**config.mk**
```make
export PLATFORM = sky130hd
export DESIGN_NAME = elastic_buffer_flushable
export DESIGN_NICKNAME = d
export VERILOG_FILES = /design/src/rtl/elastic_buffer_flushable.sv
export SDC_FILE = /design/constraint.sdc
export NUM_CORES = 1
export LEC_CHECK = 0
export ABC_AREA = 1
export CORE_UTILIZATION = 50
export CTS_CLUSTER_SIZE = 25
export DETAILED_ROUTE_END_ITERATION = 10
export GPL_TIMING_DRIVEN = 0
export PLACE_DENSITY_LB_ADDON = 0.05
export RECOVER_POWER = 100
export SYNTH_ARGS = -nofsm -noshare
export SYNTH_HDL_FRONTEND = slang
export SYNTH_SLANG_ARGS = --single-unit
```
**constraint.sdc**
```tcl
create_clock -name clk_i -period 1.5 [get_ports clk_i]
set_input_delay 0.3 -clock clk_i [delete_from_list [all_inputs] [get_ports clk_i]]
set_output_delay 0.3 -clock clk_i [all_outputs]
set_load 0.05 [all_outputs]
```
**src/rtl/elastic_buffer_flushable.sv**
```systemverilog
// Flushable elastic buffer: Depth-entry circular FIFO with registered-only handshake outputs.
// Optional drop statistics enabled by defining ELASTIC_BUFFER_FLUSH_STATS_EN.
module elastic_buffer_flushable #(
    parameter int DataWidth = 32,
    parameter int Depth     = 2,
    parameter bit Bypass    = 1'b0
) (
    input  logic                       clk_i,
    input  logic                       rst_ni,
    input  logic                       clr_i,
    input  logic                       flush_i,
    input  logic                       valid_i,
    output logic                       ready_o,
    input  logic [DataWidth-1:0]       data_i,
    output logic                       valid_o,
    input  logic                       ready_i,
    output logic [DataWidth-1:0]       data_o,
    output logic [$clog2(Depth+1)-1:0] usage_o
`ifdef ELASTIC_BUFFER_FLUSH_STATS_EN
    ,
    output logic [15:0]                drop_cnt_o
`endif
);

    localparam int UsageW = $clog2(Depth + 1);
    localparam int PtrW   = $clog2(Depth);

    // Pointers wrap explicitly so non power-of-two depths stay in range.
    function automatic logic [PtrW-1:0] ptr_inc(input logic [PtrW-1:0] p);
        if (p == PtrW'(Depth - 1)) begin
            return '0;
        end
        return p + PtrW'(1);
    endfunction

    function automatic logic [15:0] sat_add16(input logic [15:0] a, input logic [UsageW:0] b);
        logic [16:0] s;
        s = {1'b0, a} + 17'(b);
        return s[16] ? 16'hFFFF : s[15:0];
    endfunction

    if (Bypass) begin : g_bypass
        assign valid_o = valid_i;
        assign ready_o = ready_i;
        assign data_o  = data_i;
        assign usage_o = '0;
`ifdef ELASTIC_BUFFER_FLUSH_STATS_EN
        assign drop_cnt_o = '0;
`endif
    end else begin : g_buffer
        logic [DataWidth-1:0] mem_p0 [Depth];
        logic [PtrW-1:0]      rd_ptr_p0;
        logic [PtrW-1:0]      wr_ptr_p0;
        logic [UsageW-1:0]    usage_p0;
        logic                 vld_p0;
        logic                 push;
        logic                 pop;

        assign vld_p0  = (usage_p0 != '0);
        assign ready_o = (usage_p0 != UsageW'(Depth));
        assign valid_o = vld_p0;
        assign data_o  = mem_p0[rd_ptr_p0];
        assign usage_o = usage_p0;

        // A flush or clear in the same cycle swallows both handshakes.
        assign push = valid_i && ready_o && !flush_i && !clr_i;
        assign pop  = vld_p0 && ready_i && !flush_i && !clr_i;

        // ---- storage stage p0: control state ----
        always_ff @(posedge clk_i or negedge rst_ni) begin
            if (!rst_ni) begin
                rd_ptr_p0 <= '0;
                wr_ptr_p0 <= '0;
                usage_p0  <= '0;
            end else if (clr_i || flush_i) begin
                rd_ptr_p0 <= '0;
                wr_ptr_p0 <= '0;
                usage_p0  <= '0;
            end else begin
                if (push) begin
                    wr_ptr_p0 <= ptr_inc(wr_ptr_p0);
                end
                if (pop) begin
                    rd_ptr_p0 <= ptr_inc(rd_ptr_p0);
                end
                if (push && !pop) begin
                    usage_p0 <= usage_p0 + UsageW'(1);
                end else if (pop && !push) begin
                    usage_p0 <= usage_p0 - UsageW'(1);
                end
            end
        end

        // ---- storage stage p0: data entries (flush keeps contents, clear zeroes) ----
        always_ff @(posedge clk_i or negedge rst_ni) begin
            if (!rst_ni) begin
                for (int i = 0; i < Depth; i++) begin
                    mem_p0[i] <= '0;
                end
            end else if (clr_i) begin
                for (int i = 0; i < Depth; i++) begin
                    mem_p0[i] <= '0;
                end
            end else if (push) begin
                mem_p0[wr_ptr_p0] <= data_i;
            end
        end

`ifdef ELASTIC_BUFFER_FLUSH_STATS_EN
        logic [15:0] drop_cnt_p0;

        // Every stored beat plus any beat offered during the flush is lost.
        always_ff @(posedge clk_i or negedge rst_ni) begin
            if (!rst_ni) begin
                drop_cnt_p0 <= '0;
            end else if (clr_i) begin
                drop_cnt_p0 <= '0;
            end else if (flush_i) begin
                drop_cnt_p0 <= sat_add16(drop_cnt_p0,
                                         {1'b0, usage_p0} + (UsageW + 1)'(valid_i));
            end
        end

        assign drop_cnt_o = drop_cnt_p0;
`endif
    end

endmodule

```
==> out/metrics.cfg, run 1 <==
[routing]
drc=0
drtIter0Drc=214
wl_mm=7.91
ant_nets=0
viasPerCell=5.25
drtPass1Iterations=4
vias=2746
post_drt_wl_per_cell_um=15.1

[run_status]
failed_checks=setup timing
outcome=complete, but fails checks

[grt]
gr-usage-all-layers_pct=24.6
grt_first_pass_wirelength_mm=12.5
antenna_found_initial=0
grt_overflow=0
grt_max_degree=69
grt_pass1_vias=2637

[timing]
fin_crit_sh_pct=114
finalCriticalPeriod_ns=1.72
worst_pin_slew_ns=0.938
finClkSkew_ns=0.0129
setup_violations=91
worst_slack_ns=-0.217
grt_setup_unrepaired=true
final_hold_viol_count=0
max_freq_mhz=582
maxSlewHeadroom_pct=37.4
slew_viol_final=0

[logic_synthesis]
synthTopCellsByArea=dfrtp_1 (52%), inv_1 (12%), o22ai_1 (9.1%), o22ai_2 (6.6%), o21ai_0 (5.4%)
synth-main-ff-cell=dfrtp_1
synth_commonest_cells=inv_1 (101), dfrtp_1 (68), o22ai_1 (47), nand2_1 (40), o21ai_0 (35)
syn-num-nets=388
ys_seq_area_share_pct=52.4
async_reset_ff_share_pct=100
avgSynthCellArea_um2=9.28
syn_area_mm2=0.00325
postSynthCellCount=350
yosysWarnings=0
synth_largest_area_cell=dfrtp_1
synth_seq_cells=68
synth_edf_count=0
ys_types=21
synth.most_common_cell=inv_1
synth.top_cell.area_share_pct=52.4

[clocking]
cts_tree=done
clk_pin_slew_ns=0.08
htreeDepth=3
cts_buffers=9
cts_sinks=68
cts_buffer_depth=2
cts_hold_buffers=0
clock_latency_ns=0.34
root_buffer=clkbuf_8

[placement]
io_buffers=73
place_ws_ns=-0.968
hpwlAfterDp_mm=4.95
routabilityCongestion=0.717

[critical_path]
worst-path-max-fanout=8
r2r_slack_ns=-0.06
end_kind=output pin
critPathLaunchType=flop
cp.required_ns=1.20
arrival_ns=1.42
critical_path_class=reg2out

[layout]
area_growth_pct=47.2
fill_cells=431
nNetsFinal=481
drive_gt1_share_pct=36.4
seqCellArea_mm2=0.00170
n_antenna_cell=0
multi_input_area_mm2=0.00126

[pwr]
power.leakage_nw=2.30
power_density_mw_per_mm2=946
ir_drop_mv=0.731
total_power_mw=4.52

[floorplan]
core_area_mm2=0.00610
start_util_pct=53.3
die-area_mm2=0.00682
io_pins=74
die_height_um=82.6
rows=28
die_w_um=82.6

[min_path]
hold_class=in2async

[job]
drv_cap=0

-- final cells by class --
| class | instances | area share (%) |
|---|---|---|
| buffer | 19 | 4.63 |
| tap | 75 | 1.96 |
| clock buffer | 9 | 2.59 |
| inverter | 103 | 8.09 |
| timing repair buffer | 82 | 18.9 |
| multi-input combinational | 160 | 26.3 |
| clock inverter | 7 | 1.91 |
| sequential | 68 | 35.6 |
-- worst paths after layout --
check	from	end	depth (start not counted)
min	rst_ni	g_buffer.mem_p0[48]	1
max reg2reg	usage_o[1]	g_buffer.mem_p0[42]	6
max	g_buffer.rd_ptr_p0	data_o[23]	4
max in group asynchronous	rst_ni	g_buffer.rd_ptr_p0	1
min in group clk_i	g_buffer.mem_p0[51]	g_buffer.mem_p0[51]	2
min reg2reg	g_buffer.mem_p0[51]	g_buffer.mem_p0[51]	2
-- per-layer routing --
metal | GRT usage, % | routed length, um | vias to the layer above
met3 | 4.62 | 284 | 10
met5 | 0 | 0 | -
li1 | - | - | 1306
met1 | 33.2 | 3620 | 1355
met2 | 40.4 | 3910 | 75
met4 | 6.90 | 94 | 0
-- cells by family after synthesis --
logic type	count (synthesis)	synth area share [%]
buffers and inverters	122	16.3
AOI/OAI and AO/OA	101	22.0
DFF	68	52.4
and+or+nand+nor	59	9.25
-- registers in the layout (all words and copies together), names as in the netlist --
register            cells
g_buffer.mem_p0        64
g_buffer.rd_ptr_p0      1
g_buffer.wr_ptr_p0      1
usage_o                 2
-- what timing repair did --
item                                    in CTS  in global routing
pin swaps                                    3                  4
endpoints found under the setup margin      36                 45
gates cloned                                 2                  3
gates resized for setup                    263                 44
buffers inserted                             2                  2
-- per-stage QoR --
stage | cells | setup TNS, ns | utilization [%] | instance area [um^2] | hold WS, ns
6_report | 523 | -9.92 | 78.4 | 4780 | 0.110
5_1_grt | 523 | -18.45 | 78.4 | 4780 | 0.197
3_5_place_dp | 498 | -43.32 | 69.0 | 4210 | 0.469
3_3_place_gp | 498 | -193.37 | 69.0 | 4210 | 0.496
4_1_cts | 518 | -6.49 | 75.1 | 4580 | 0.101
2_1_floorplan | 350 | -2.45 | - | 3380 | 0.00441
-- critical path: stages (launching register included) --
cell and delay (ns):
dfrtp_2 0.45, buf_12 0.16, clkbuf_16 0.16, o21ai_4 0.13, buf_6 0.17
-- power breakdown --
group	switching, mW	internal (mW)	leakage (nW)
clock network	0.722	0.930	0.109
logic	0.566	0.375	1.26
registers	0.0329	1.90	0.933
total	1.32	3.20	2.30
-- layout by cell type (no fill, tap or decap) --
cell type / n
nor2_1: 5
buf_6: 38
nand2_1: 20
nand2_2: 14
clkinv_2: 3
clkbuf_16: 4
o21ai_2: 20
nand3_1: 4
clkinvlp_4: 1
nor2_2: 4
o21ai_0: 3
clkbuf_4: 4
dfrtp_2: 2
o22ai_1: 47
buf_4: 9
nand2_4: 10
dfrtp_1: 66
nand3_4: 1
clkbuf_8: 9
inv_2: 2
nand3_2: 1
o22ai_2: 17
buf_2: 1
inv_1: 101
buf_8: 6
dlygate4sd3_1: 1
o21ai_1: 3
buf_12: 1
clkdlybuf4s50_1: 35
o21ai_4: 11
clkdlybuf4s15_2: 2
clkinv_4: 1
bufinv_16: 2
No activity file was read; power rests on OpenSTA's default activity.
==> run 2, diff against run 1 <==
--- a/config.mk
+++ b/config.mk
@@ -12,6 +12,7 @@
 export GPL_TIMING_DRIVEN = 0
 export PLACE_DENSITY_LB_ADDON = 0.05
 export RECOVER_POWER = 100
+export SLEW_MARGIN = 15
 export SYNTH_ARGS = -nofsm -noshare
 export SYNTH_HDL_FRONTEND = slang
 export SYNTH_SLANG_ARGS = --single-unit
==> out/metrics.cfg, run 2 (same netlist as run 1, synthesis figures left out) <==
[floorplan]
io_pins=74  ; unchanged
rows=28  ; unchanged
start_util_pct=53.3  ; unchanged
die_w_um=82.6  ; unchanged
die_height_um=82.6  ; unchanged
core_area_mm2=0.00610  ; unchanged
die-area_mm2=0.00682  ; unchanged

[clocking]
clk_pin_slew_ns=0.07  ; was 0.08 ns
root_buffer=clkbuf_8  ; unchanged
cts_tree=done  ; unchanged
clock_latency_ns=0.35  ; was 0.34 ns
cts_sinks=68  ; unchanged
htreeDepth=3  ; unchanged
cts_buffer_depth=2  ; unchanged
cts_buffers=9  ; unchanged

[critical_path]
end_kind=output pin  ; unchanged
critical_path_class=reg2out  ; unchanged
worst-path-max-fanout=7  ; was 8
cp.required_ns=1.20  ; about the same
rr_startpoint=usage_o[0]  ; was usage_o[1]
r2r_slack_ns=0.17  ; was -0.06 ns
critPathLaunchType=flop  ; unchanged
reg2regPathDepth=6  ; unchanged
arrival_ns=1.45  ; was 1.42 ns
regToRegEndpoint=g_buffer.mem_p0[55]  ; was g_buffer.mem_p0[42]

[routing]
drc=0  ; unchanged
ant_nets=0  ; unchanged
wl_mm=8.23  ; was 7.91 mm
drtPass1Iterations=4  ; unchanged
post_drt_wl_per_cell_um=15.6  ; was 15.1 um
vias=2761  ; was 2746
viasPerCell=5.25  ; about the same
drtIter0Drc=161  ; was 214

[timing]
max_freq_mhz=570  ; was 582 MHz
worst_pin_slew_ns=0.785  ; was 0.938 ns
tns_ns=-6.25  ; was -9.92 ns
finClkSkew_ns=0.00770  ; was 0.0129 ns
maxSlewHeadroom_pct=47.7  ; was 37.4%
fin_crit_sh_pct=117  ; was 114%
final_hold_viol_count=0  ; unchanged
setup_violations=32  ; was 91
worst_slack_ns=-0.255  ; was -0.217 ns
slew_viol_final=0  ; unchanged
grt_setup_unrepaired=true  ; unchanged
finalCriticalPeriod_ns=1.75  ; was 1.72 ns

[placement]
routabilityCongestion=0.717  ; unchanged
place_inst=499  ; was 498
io_buffers=73  ; unchanged
hpwlAfterDp_mm=5.06  ; was 4.95 mm

[min_path]
hold_class=reg2reg  ; was in2async
holdPathStages=2
worstHoldEndpoint=g_buffer.mem_p0[47]
holdCritStartpoint=g_buffer.mem_p0[47]

[pwr]
ir_drop_mv=0.644  ; was 0.731 mV
total_power_mw=4.37  ; was 4.52 mW
power.leakage_nw=2.32  ; was 2.30 nW
power_density_mw_per_mm2=889  ; was 946 mW/mm^2

[layout]
nNetsFinal=484  ; was 481
regMostFlops=g_buffer.mem_p0  ; unchanged
drive_gt1_share_pct=35.7  ; was 36.4%
mostFrequentLayoutCell=inv_1  ; unchanged
n_antenna_cell=0  ; unchanged
fill_cells=409  ; was 431
final_cell_mix=inv_1 (101), dfrtp_1 (66), o22ai_1 (47)  ; unchanged
largest_reg_flops=64  ; unchanged
area_growth_pct=51.2  ; was 47.2%
fin_cells=526  ; was 523

[grt]
grt_max_degree=40  ; was 69
antenna_found_initial=0  ; unchanged
gr-usage-all-layers_pct=25.2  ; was 24.6%
grt_pass1_vias=2656  ; was 2637
grt_overflow=0  ; unchanged
grt_first_pass_wirelength_mm=12.5  ; about the same

[run_status]
failed_checks=setup timing  ; unchanged
outcome=complete, but fails checks  ; unchanged

[job]
drv_cap=0  ; unchanged

-- run 2: power by group --
| group | internal (mW) | switching (mW) | total, mW | leakage (nW) |
|---|---|---|---|---|
| registers | 1.90 | 0.0334 | 1.93 | 0.933 |
| clock network | 0.770 | 0.672 | 1.44 | 0.0887 |
| logic | 0.401 | 0.592 | 0.993 | 1.30 |
-- run 2: per-layer routing --
layer	share of wire, %	track usage [%]
met4	1.9	10.0
met5	0	0
met3	4.0	3.85
met1	45	32.8
met2	50	42.1
-- run 2: critical path, cell delays in order, from the launching register on --
cell and delay, ns:
dfrtp_1 0.40, buf_8 0.19, buf_8 0.14, nand2_1 0.05, o21ai_1 0.14, buf_6 0.20
-- run 2: stage by stage --
step	hold WS (ns)	utilization, %	instance area (um^2)	worst slack [ns]
3_3_place_gp	0.496	69.0	4210	-2.48
5_1_grt	0.550	80.5	4910	-0.277
6_report	0.530	80.5	4910	-0.255
2_1_floorplan	0.00441	-	3380	-0.171
4_1_cts	0.431	76.8	4680	-0.216
3_5_place_dp	0.257	69.3	4230	-0.961
-- run 2: worst max-delay path by stage --
stage / from / endpoint
after floorplan: g_buffer.rd_ptr_p0 / data_o[0]
after global placement: rst_ni / usage_o[1]
after detailed placement: g_buffer.rd_ptr_p0 / data_o[30]
after CTS: g_buffer.rd_ptr_p0 / data_o[31]
after global routing: g_buffer.rd_ptr_p0 / data_o[0]
final: g_buffer.rd_ptr_p0 / data_o[0]
-- run 2: final cells by class --
class / count / area [um^2] / area share, %
Timing Repair Buffer: 85 / 930 / 18.9
Tap cell: 75 / 93.8 / 1.91
Inverter: 103 / 387 / 7.87
Sequential cell: 68 / 1700 / 34.7
Buffer: 19 / 240 / 4.89
Clock buffer: 14 / 143 / 2.91
Multi-Input combinational cell: 160 / 1380 / 28.1
Clock inverter: 2 / 35.0 / 0.714
-- run 2: timing repair --
| item | 4_1_cts | 5_1_grt |
|---|---|---|
| setup endpoints to repair | 36 | 45 |
| gates cloned | 3 | 1 |
| resized for setup | 281 | 45 |
| endpoints found under the hold margin | 29 | 0 |
| hold buffers | 1 | 0 |
| buffers inserted | 4 | 2 |
| pin swaps | 9 | 7 |
